$ cat config.mk
export PLATFORM = sky130hd
export DESIGN_NAME = bus_host_arbiter
export DESIGN_NICKNAME = d
export VERILOG_FILES = /design/src/rtl/bus_arb_pkg.sv /design/src/rtl/bus_arb_order_fifo.sv /design/src/rtl/bus_host_arbiter.sv
export SDC_FILE = /design/constraint.sdc
export NUM_CORES = 1
export LEC_CHECK = 0
export CAP_MARGIN = 15
export CORE_AREA = 10 10 157 159
export DETAILED_ROUTE_END_ITERATION = 7
export DIE_AREA = 0 0 167 169
export GPL_ROUTABILITY_DRIVEN = 1
export REMOVE_ABC_BUFFERS = 1
export SLEW_MARGIN = 20
export SYNTH_ARGS = -nofsm -noshare
export SYNTH_HDL_FRONTEND = slang
export SYNTH_SLANG_ARGS = --single-unit
$ cat constraint.sdc
create_clock -name clk_i -period 2.7 [get_ports clk_i]
set_input_delay 0.405 -clock clk_i [delete_from_list [all_inputs] [get_ports clk_i]]
set_output_delay 0.405 -clock clk_i [all_outputs]
set_load 0.005 [all_outputs]
$ cat src/rtl/bus_arb_pkg.sv
// Shared types for the bus host arbiter: lock-state enum and host-index sizing.
// Imported by the arbiter top and its order FIFO.
package bus_arb_pkg;

    typedef enum logic {
        IDLE   = 1'b0,
        LOCKED = 1'b1
    } bus_arb_state_e;

    // A single host still needs one bit to carry its index through the order FIFO.
    function automatic int unsigned bus_arb_idx_w(input int unsigned nr_hosts);
        return (nr_hosts > 1) ? $clog2(nr_hosts) : 1;
    endfunction

    localparam int unsigned DefaultNrHosts = 3;

    typedef logic [bus_arb_idx_w(DefaultNrHosts)-1:0] host_idx_t;

endpackage

$ cat src/rtl/bus_arb_order_fifo.sv
// In-order FIFO of issuing-host indices; head is valid whenever !empty.
// Latency: push visible at head the cycle after the write; pop takes effect on the clock edge.
// Backpressure: push ignored while full, pop ignored while empty; caller gates on full/empty.
module bus_arb_order_fifo #(
    parameter int unsigned Depth = 2,
    parameter int unsigned Width = 1
) (
    input  logic             clk,
    input  logic             rst,
    input  logic             push,
    input  logic [Width-1:0] push_data,
    input  logic             pop,
    output logic [Width-1:0] head_data,
    output logic             full,
    output logic             empty
);

    localparam int unsigned PtrW = (Depth > 1) ? $clog2(Depth) : 1;
    localparam int unsigned CntW = $clog2(Depth) + 1;

    logic [Width-1:0] mem [Depth];
    logic [PtrW-1:0]  wr_ptr;
    logic [PtrW-1:0]  rd_ptr;
    logic [CntW-1:0]  count;
    logic             do_push;
    logic             do_pop;

    // Explicit wrap keeps non-power-of-two depths correct as well.
    function automatic logic [PtrW-1:0] ptr_inc(input logic [PtrW-1:0] p);
        return (p == PtrW'(Depth - 1)) ? '0 : p + 1'b1;
    endfunction

    assign full      = (count == CntW'(Depth));
    assign empty     = (count == '0);
    assign do_push   = push & ~full;
    assign do_pop    = pop & ~empty;
    assign head_data = mem[rd_ptr];

    always_ff @(posedge clk) begin
        if (do_push) begin
            mem[wr_ptr] <= push_data;
        end
    end

    always_ff @(posedge clk) begin
        if (rst) begin
            wr_ptr <= '0;
            rd_ptr <= '0;
            count  <= '0;
        end else begin
            if (do_push) begin
                wr_ptr <= ptr_inc(wr_ptr);
            end
            if (do_pop) begin
                rd_ptr <= ptr_inc(rd_ptr);
            end
            case ({do_push, do_pop})
                2'b10:   count <= count + 1'b1;
                2'b01:   count <= count - 1'b1;
                default: count <= count;
            endcase
        end
    end

endmodule

$ cat src/rtl/bus_host_arbiter.sv
// Locked, outstanding-aware arbiter of NrHosts memory-bus hosts onto one device port; optional
// round-robin via BUS_HOST_ARBITER_ROUND_ROBIN_EN. Latency: request, grant and response routing are 0-cycle.
// Backpressure: no new issue while MaxOutstanding responses are pending; a stalled request stays locked.
module bus_host_arbiter
    import bus_arb_pkg::*;
#(
    parameter int unsigned NrHosts        = 3,
    parameter int unsigned DataWidth      = 32,
    parameter int unsigned AddressWidth   = 32,
    parameter int unsigned MaxOutstanding = 2
) (
    input  logic                                   clk_i,
    input  logic                                   rst_i,

    input  logic [NrHosts-1:0]                     host_req_i,
    output logic [NrHosts-1:0]                     host_gnt_o,
    input  logic [NrHosts-1:0][AddressWidth-1:0]   host_addr_i,
    input  logic [NrHosts-1:0]                     host_we_i,
    input  logic [NrHosts-1:0][DataWidth/8-1:0]    host_be_i,
    input  logic [NrHosts-1:0][DataWidth-1:0]      host_wdata_i,
    output logic [NrHosts-1:0]                     host_rvalid_o,
    output logic [NrHosts-1:0][DataWidth-1:0]      host_rdata_o,
    output logic [NrHosts-1:0]                     host_err_o,

    output logic                                   dev_req_o,
    output logic [AddressWidth-1:0]                dev_addr_o,
    output logic                                   dev_we_o,
    output logic [DataWidth/8-1:0]                 dev_be_o,
    output logic [DataWidth-1:0]                   dev_wdata_o,
    input  logic                                   dev_gnt_i,
    input  logic                                   dev_rvalid_i,
    input  logic [DataWidth-1:0]                   dev_rdata_i,
    input  logic                                   dev_err_i,

    output logic                                   protocol_err_o
);

    localparam int unsigned IdxW = bus_arb_idx_w(NrHosts);
    typedef logic [IdxW-1:0] idx_t;

    bus_arb_state_e state_q;
    bus_arb_state_e state_d;
    idx_t           lock_idx_q;
    idx_t           lock_idx_d;
    idx_t           pick_idx;
    idx_t           winner;
    idx_t           head_idx;
    logic           any_req;
    logic           issue_ok;
    logic           dev_req;
    logic           handshake;
    logic           resp_ok;
    logic           fifo_full;
    logic           fifo_empty;

    assign any_req  = |host_req_i;
    assign issue_ok = ~fifo_full;

`ifdef BUS_HOST_ARBITER_ROUND_ROBIN_EN
    idx_t rr_ptr;
    idx_t cand;

    // Walk backwards so the candidate closest to rr_ptr is the last one written.
    always_comb begin
        pick_idx = '0;
        cand     = '0;
        for (int k = NrHosts - 1; k >= 0; k--) begin
            cand = idx_t'((int'(rr_ptr) + k) % NrHosts);
            if (host_req_i[cand]) begin
                pick_idx = cand;
            end
        end
    end

    always_ff @(posedge clk_i) begin
        if (rst_i) begin
            rr_ptr <= '0;
        end else if (handshake) begin
            rr_ptr <= (winner == idx_t'(NrHosts - 1)) ? '0 : winner + 1'b1;
        end
    end
`else
    always_comb begin
        pick_idx = '0;
        for (int k = NrHosts - 1; k >= 0; k--) begin
            if (host_req_i[k]) begin
                pick_idx = idx_t'(k);
            end
        end
    end
`endif

    always_ff @(posedge clk_i) begin
        if (rst_i) begin
            state_q    <= IDLE;
            lock_idx_q <= '0;
        end else begin
            state_q    <= state_d;
            lock_idx_q <= lock_idx_d;
        end
    end

    // A request that was offered but not granted must be re-offered unchanged, so the
    // winner is frozen; the FIFO cannot fill while locked, hence issue_ok is not consulted.
    always_comb begin
        state_d    = state_q;
        lock_idx_d = lock_idx_q;
        winner     = pick_idx;
        dev_req    = issue_ok & any_req;
        case (state_q)
            IDLE: begin
                if (dev_req && !dev_gnt_i) begin
                    state_d    = LOCKED;
                    lock_idx_d = pick_idx;
                end
            end
            LOCKED: begin
                winner  = lock_idx_q;
                dev_req = 1'b1;
                if (dev_gnt_i) begin
                    state_d = IDLE;
                end
            end
            default: begin
                state_d = IDLE;
            end
        endcase
    end

    assign handshake = dev_req & dev_gnt_i;
    assign dev_req_o = dev_req;

    always_comb begin
        host_gnt_o  = '0;
        dev_addr_o  = '0;
        dev_we_o    = 1'b0;
        dev_be_o    = '0;
        dev_wdata_o = '0;
        if (dev_req) begin
            dev_addr_o  = host_addr_i[winner];
            dev_we_o    = host_we_i[winner];
            dev_be_o    = host_be_i[winner];
            dev_wdata_o = host_wdata_i[winner];
        end
        if (handshake) begin
            host_gnt_o[winner] = 1'b1;
        end
    end

    bus_arb_order_fifo #(
        .Depth (MaxOutstanding),
        .Width (IdxW)
    ) u_order_fifo (
        .clk       (clk_i),
        .rst       (rst_i),
        .push      (handshake),
        .push_data (winner),
        .pop       (dev_rvalid_i),
        .head_data (head_idx),
        .full      (fifo_full),
        .empty     (fifo_empty)
    );

    assign resp_ok = dev_rvalid_i & ~fifo_empty;

    always_comb begin
        host_rvalid_o = '0;
        if (resp_ok) begin
            host_rvalid_o[head_idx] = 1'b1;
        end
    end

    always_comb begin
        host_rdata_o = '0;
        host_err_o   = '0;
        for (int h = 0; h < NrHosts; h++) begin
            host_rdata_o[h] = dev_rdata_i;
            host_err_o[h]   = dev_err_i & host_rvalid_o[h];
        end
    end

    // Sticky until reset: a response with nothing outstanding means the device and
    // arbiter disagree about what is in flight.
    always_ff @(posedge clk_i) begin
        if (rst_i) begin
            protocol_err_o <= 1'b0;
        end else if (dev_rvalid_i && fifo_empty) begin
            protocol_err_o <= 1'b1;
        end
    end

endmodule

==> results of run 1 <==
through the flow:
step | std cells | total power [mW]
global route | 850 | 2.697
global placement | 824 | 2.174
detailed placement | 824 | 2.176
finish | 850 | 2.525
floorplan | 214 | 0.9124
CTS | 851 | 2.597
synth_stat cells (2+ instances only):
cell	count
buf_6	4
mux2i_1	71
dfxtp_1	9
o2bb2ai_1	59
o21ai_0	3
buf_2	10
o21a_1	3
a21oi_1	4
edfxtp_1	4
xnor2_1	3
nor2_1	17
buf_4	102
nand2b_1	2
nand2_1	6
nor3_1	3
o2bb2ai_2	10
power by group through the flow:
stage / Combinational [mW] / Clock (mW) / Sequential, mW
global placement: 1.89 / 0 / 0.288
finish: 1.97 / 0.271 / 0.285
detailed placement: 1.89 / 0 / 0.288
floorplan: 0.620 / 0 / 0.292
CTS: 2.03 / 0.278 / 0.285
global route: 2.12 / 0.283 / 0.290
logic make-up (layout without fill, tap and decap cells):
| family | count (synthesis) | in the layout | share of synthesized area |
|---|---|---|---|
| simple gates | 40 | 40 | 0.07268 |
| fa+ha+maj | 1 | 1 | 0.004275 |
| mux | 72 | 72 | 0.2467 |
| xor+xnor | 4 | 4 | 0.01197 |
| flops | 13 | 13 | 0.1026 |
| compound gates | 82 | 82 | 0.2561 |
| buf+inv | 121 | 358 | 0.3057 |
flip-flops by register name, indices dropped and copies added (netlist names), named ones only:
name and flops:
protocol_err_o 1, u_order_fifo.count 2, u_order_fifo.wr_ptr 1, lock_idx_q 2, u_order_fifo.rd_ptr 1, state_q 1, u_order_fifo.mem 4
final cells by class:
class / count / area [µm²] / share of cell area
inverter: 2 / 10.01 / 0.001636
timing repair buffer: 352 / 3616 / 0.5910
multi-input combinational: 199 / 1762 / 0.2879
sequential: 13 / 301.5 / 0.04928
clock buffer: 4 / 78.83 / 0.01288
tap: 280 / 350.3 / 0.05726
what timing repair did:
item | 4_1_cts | 5_1_grt
pin swaps | 0 | 1
setup endpoints to repair | 72 | 29
setup buffers | 17 | 1
gates cloned | 6 | 0
resized for setup | 127 | 9
cell usage in the layout (no fill, tap or decap), types with 2 or more instances in the layout:
| cell | netlist | routed |
|---|---|---|
| a21oi_1 | 4 | 4 |
| buf_12 | 0 | 14 |
| buf_16 | 0 | 2 |
| buf_2 | 10 | 8 |
| buf_4 | 102 | 30 |
| buf_6 | 4 | 8 |
| bufbuf_16 | 0 | 4 |
| clkbuf_16 | 0 | 3 |
| clkdlybuf4s15_1 | 0 | 13 |
| clkdlybuf4s50_1 | 0 | 219 |
| dfxtp_1 | 9 | 8 |
| dlygate4sd2_1 | 0 | 52 |
| edfxtp_1 | 4 | 4 |
| mux2i_1 | 71 | 69 |
| mux2i_2 | 0 | 2 |
| nand2_1 | 6 | 6 |
| nand2b_1 | 2 | 2 |
| nor2_1 | 17 | 17 |
| nor3_1 | 3 | 3 |
| o21a_1 | 3 | 3 |
| o21ai_0 | 3 | 3 |
| o2bb2ai_1 | 59 | 59 |
| o2bb2ai_2 | 10 | 10 |
| xnor2_1 | 3 | 3 |
worst min-delay path, stage by stage (launching register included):
cell and delay (ns):
dfxtp_1 0.32, a21oi_1 0.04, nor2_1 0.07
routing by layer:
layer | global-route usage | vias up
li1 | - | 1617
met1 | 0.1437 | 1545
met2 | 0.1888 | 246
met3 | 0.08592 | 10
met4 | 0.01069 | 4
met5 | 0.04693 | -
path summary, 6_finish.rpt:
check        cells past startpoint  slack (ns)                    end
max                             10        0.09          dev_addr_o[9]
min                              2        0.46         protocol_err_o
max reg2reg                      6        0.81  u_order_fifo.count[1]
min reg2reg                      2        0.46         protocol_err_o
==> impl_metrics.py, run 1 <==
metrics = {
    "finish": {
        "area_growth_pct": 109.1,
        "n_antenna_cell": 0,
        "drive_gt1_frac": 0.1614,
        "nFillCells": 2312,
        "fin_nets": 819,
        "design_area_um2": 6118,
        "utilization": 0.2839,
    },
    "worst_hold_path": {
        "min-delay-start": "protocol_err_o",
        "min_path_type": "reg2reg",
    },
    "sta": {
        "min_period_ns": 2.615,
        "tns_ns": 0,
        "fmax_mhz": 382.5,
        "slew_headroom": 0.7623,
        "clock_skew_ns": 0.003563,
        "slew_viol_final": 0,
        "fin_ws_ns": 0.08529,
        "post-route-period-util": 0.9684,
        "grt_setup_unrepaired": "false",
        "hold_viol": 0,
        "worst_pin_slew_ns": 0.3539,
        "setup_viol": 0,
        "holdWs_ns": 0.4628,
    },
    "synth": {
        "ys.flop_type": "dfxtp_1",
        "syn_inst": 333,
        "synth-edff-count": 4,
        "syn_avg_cell_area_um2": 8.788,
        "async_reset_ff_frac": 0,
        "ys_types": 39,
        "yosys-top-cells-area": "buf_4 26%, mux2i_1 24%, o2bb2ai_1 18%",
        "ys_seq_area_frac": 0.1026,
        "yosysTopAreaCell": "buf_4",
        "yosysWarnings": 0,
        "synth_area_um2": 2927,
        "synth_top_area_frac": 0.2617,
        "synth-seq-cells": 13,
    },
    "power": {
        "power.switching_mw": 0.8780,
        "intPower_mw": 1.647,
        "p_clk_frac": 0.107,
        "seqPwrFrac": 0.113,
        "combPwrFrac": 0.780,
        "p_sw_frac": 0.3477,
        "vdd_drop_max_uv": 232.4,
        "power.density_nw_per_um2": 412.7,
        "p_leak_nw": 2.356,
    },
    "setup_path": {
        "cp_slowest_stage_delay_ns": 0.55,
        "slowest_stage": "or4_4",
        "crit_arrival_ns": 2.21,
        "timing.critical_path.buf_inv": 6,
        "critPathCaptureType": "output port",
        "cp_top_family": "buffers and inverters",
        "worstPathCellList": "buf_2 -> buf_6 -> or4_4 -> o21ai_4 -> buf_6 -> nor2_4 -> buf_12 -> buf_16 -> o2bb2ai_1 -> dlygate4sd2_1",
        "critical_path_class": "in2out",
        "worstSetupStartpointType": "primary input",
        "worstReg2RegStart": "state_q",
        "crit_start": "host_req_i[2]",
        "path_common_cell": "buf_6",
        "critPathRequiredTime_ns": 2.30,
        "cp_max_fo": 29,
    },
    "detailed_routing": {
        "wl_met1_um": 7695,
        "finalWirelength_um": 19460,
        "dr.max_layer_used": "met5",
        "ant_nets": 0,
        "wl_met3_um": 2888,
        "post_drt_wl_per_cell_um": 22.89,
        "wl_met2_um": 8656,
        "drc_errors": 0,
        "first_pass_iters": 4,
        "viasPerCell": 4.026,
        "vias": 3422,
        "drt_iter0_drc": 160,
    },
    "cts": {
        "cts_htree_levels": 1,
        "cts_tree": "built",
        "cts_buffers": 3,
        "root_buffer": "clkbuf_16",
        "hold_buffers": 0,
        "clk_path_buf_depth": 2,
        "clock_latency_ns": 0.24,
        "clock-sinks": 13,
        "clk_pin_slew_ns": 0.04,
    },
    "outcome": {
        "status": "completed",
    },
    "place": {
        "dpl_cell_area_um2": 5733,
        "globalplace.congestion": 0.7980,
        "port_buffers": 294,
        "dpl.hpwl_um": 16090,
        "post-place-ws_ns": -0.4085,
    },
    "global_routing": {
        "grtUsageTotal": 0.1248,
        "grt_max_degree": 30,
        "grt_pass1_vias": 3833,
        "antenna_found_initial": 0,
        "grt-ovfl-total": 0,
        "grt_pass1_wl_um": 26720,
    },
    "floorplanning": {
        "pin_count": 423,
        "fp.dieH_um": 169,
        "dieArea_um2": 28220,
        "die_x_um": 167,
        "num_rows": 54,
        "fp.coreArea_um2": 21550,
        "start_util": 0.1358,
    },
    "job": {
        "maxCapViolCount": 0,
    },
}
(Power assumes the default switching activity.)
==> run 2, diff against run 1 <==
HOLD_SLACK_MARGIN = 0.02   (was unset)
==> results of run 2 <==
No change in the layout: final DEF, timing and power equal those of run 1.
==> run 3, diff against run 2 <==
SLEW_MARGIN = 5   (was 20)
==> results of run 3 <==
No change in the layout: final DEF, timing and power equal those of run 1.
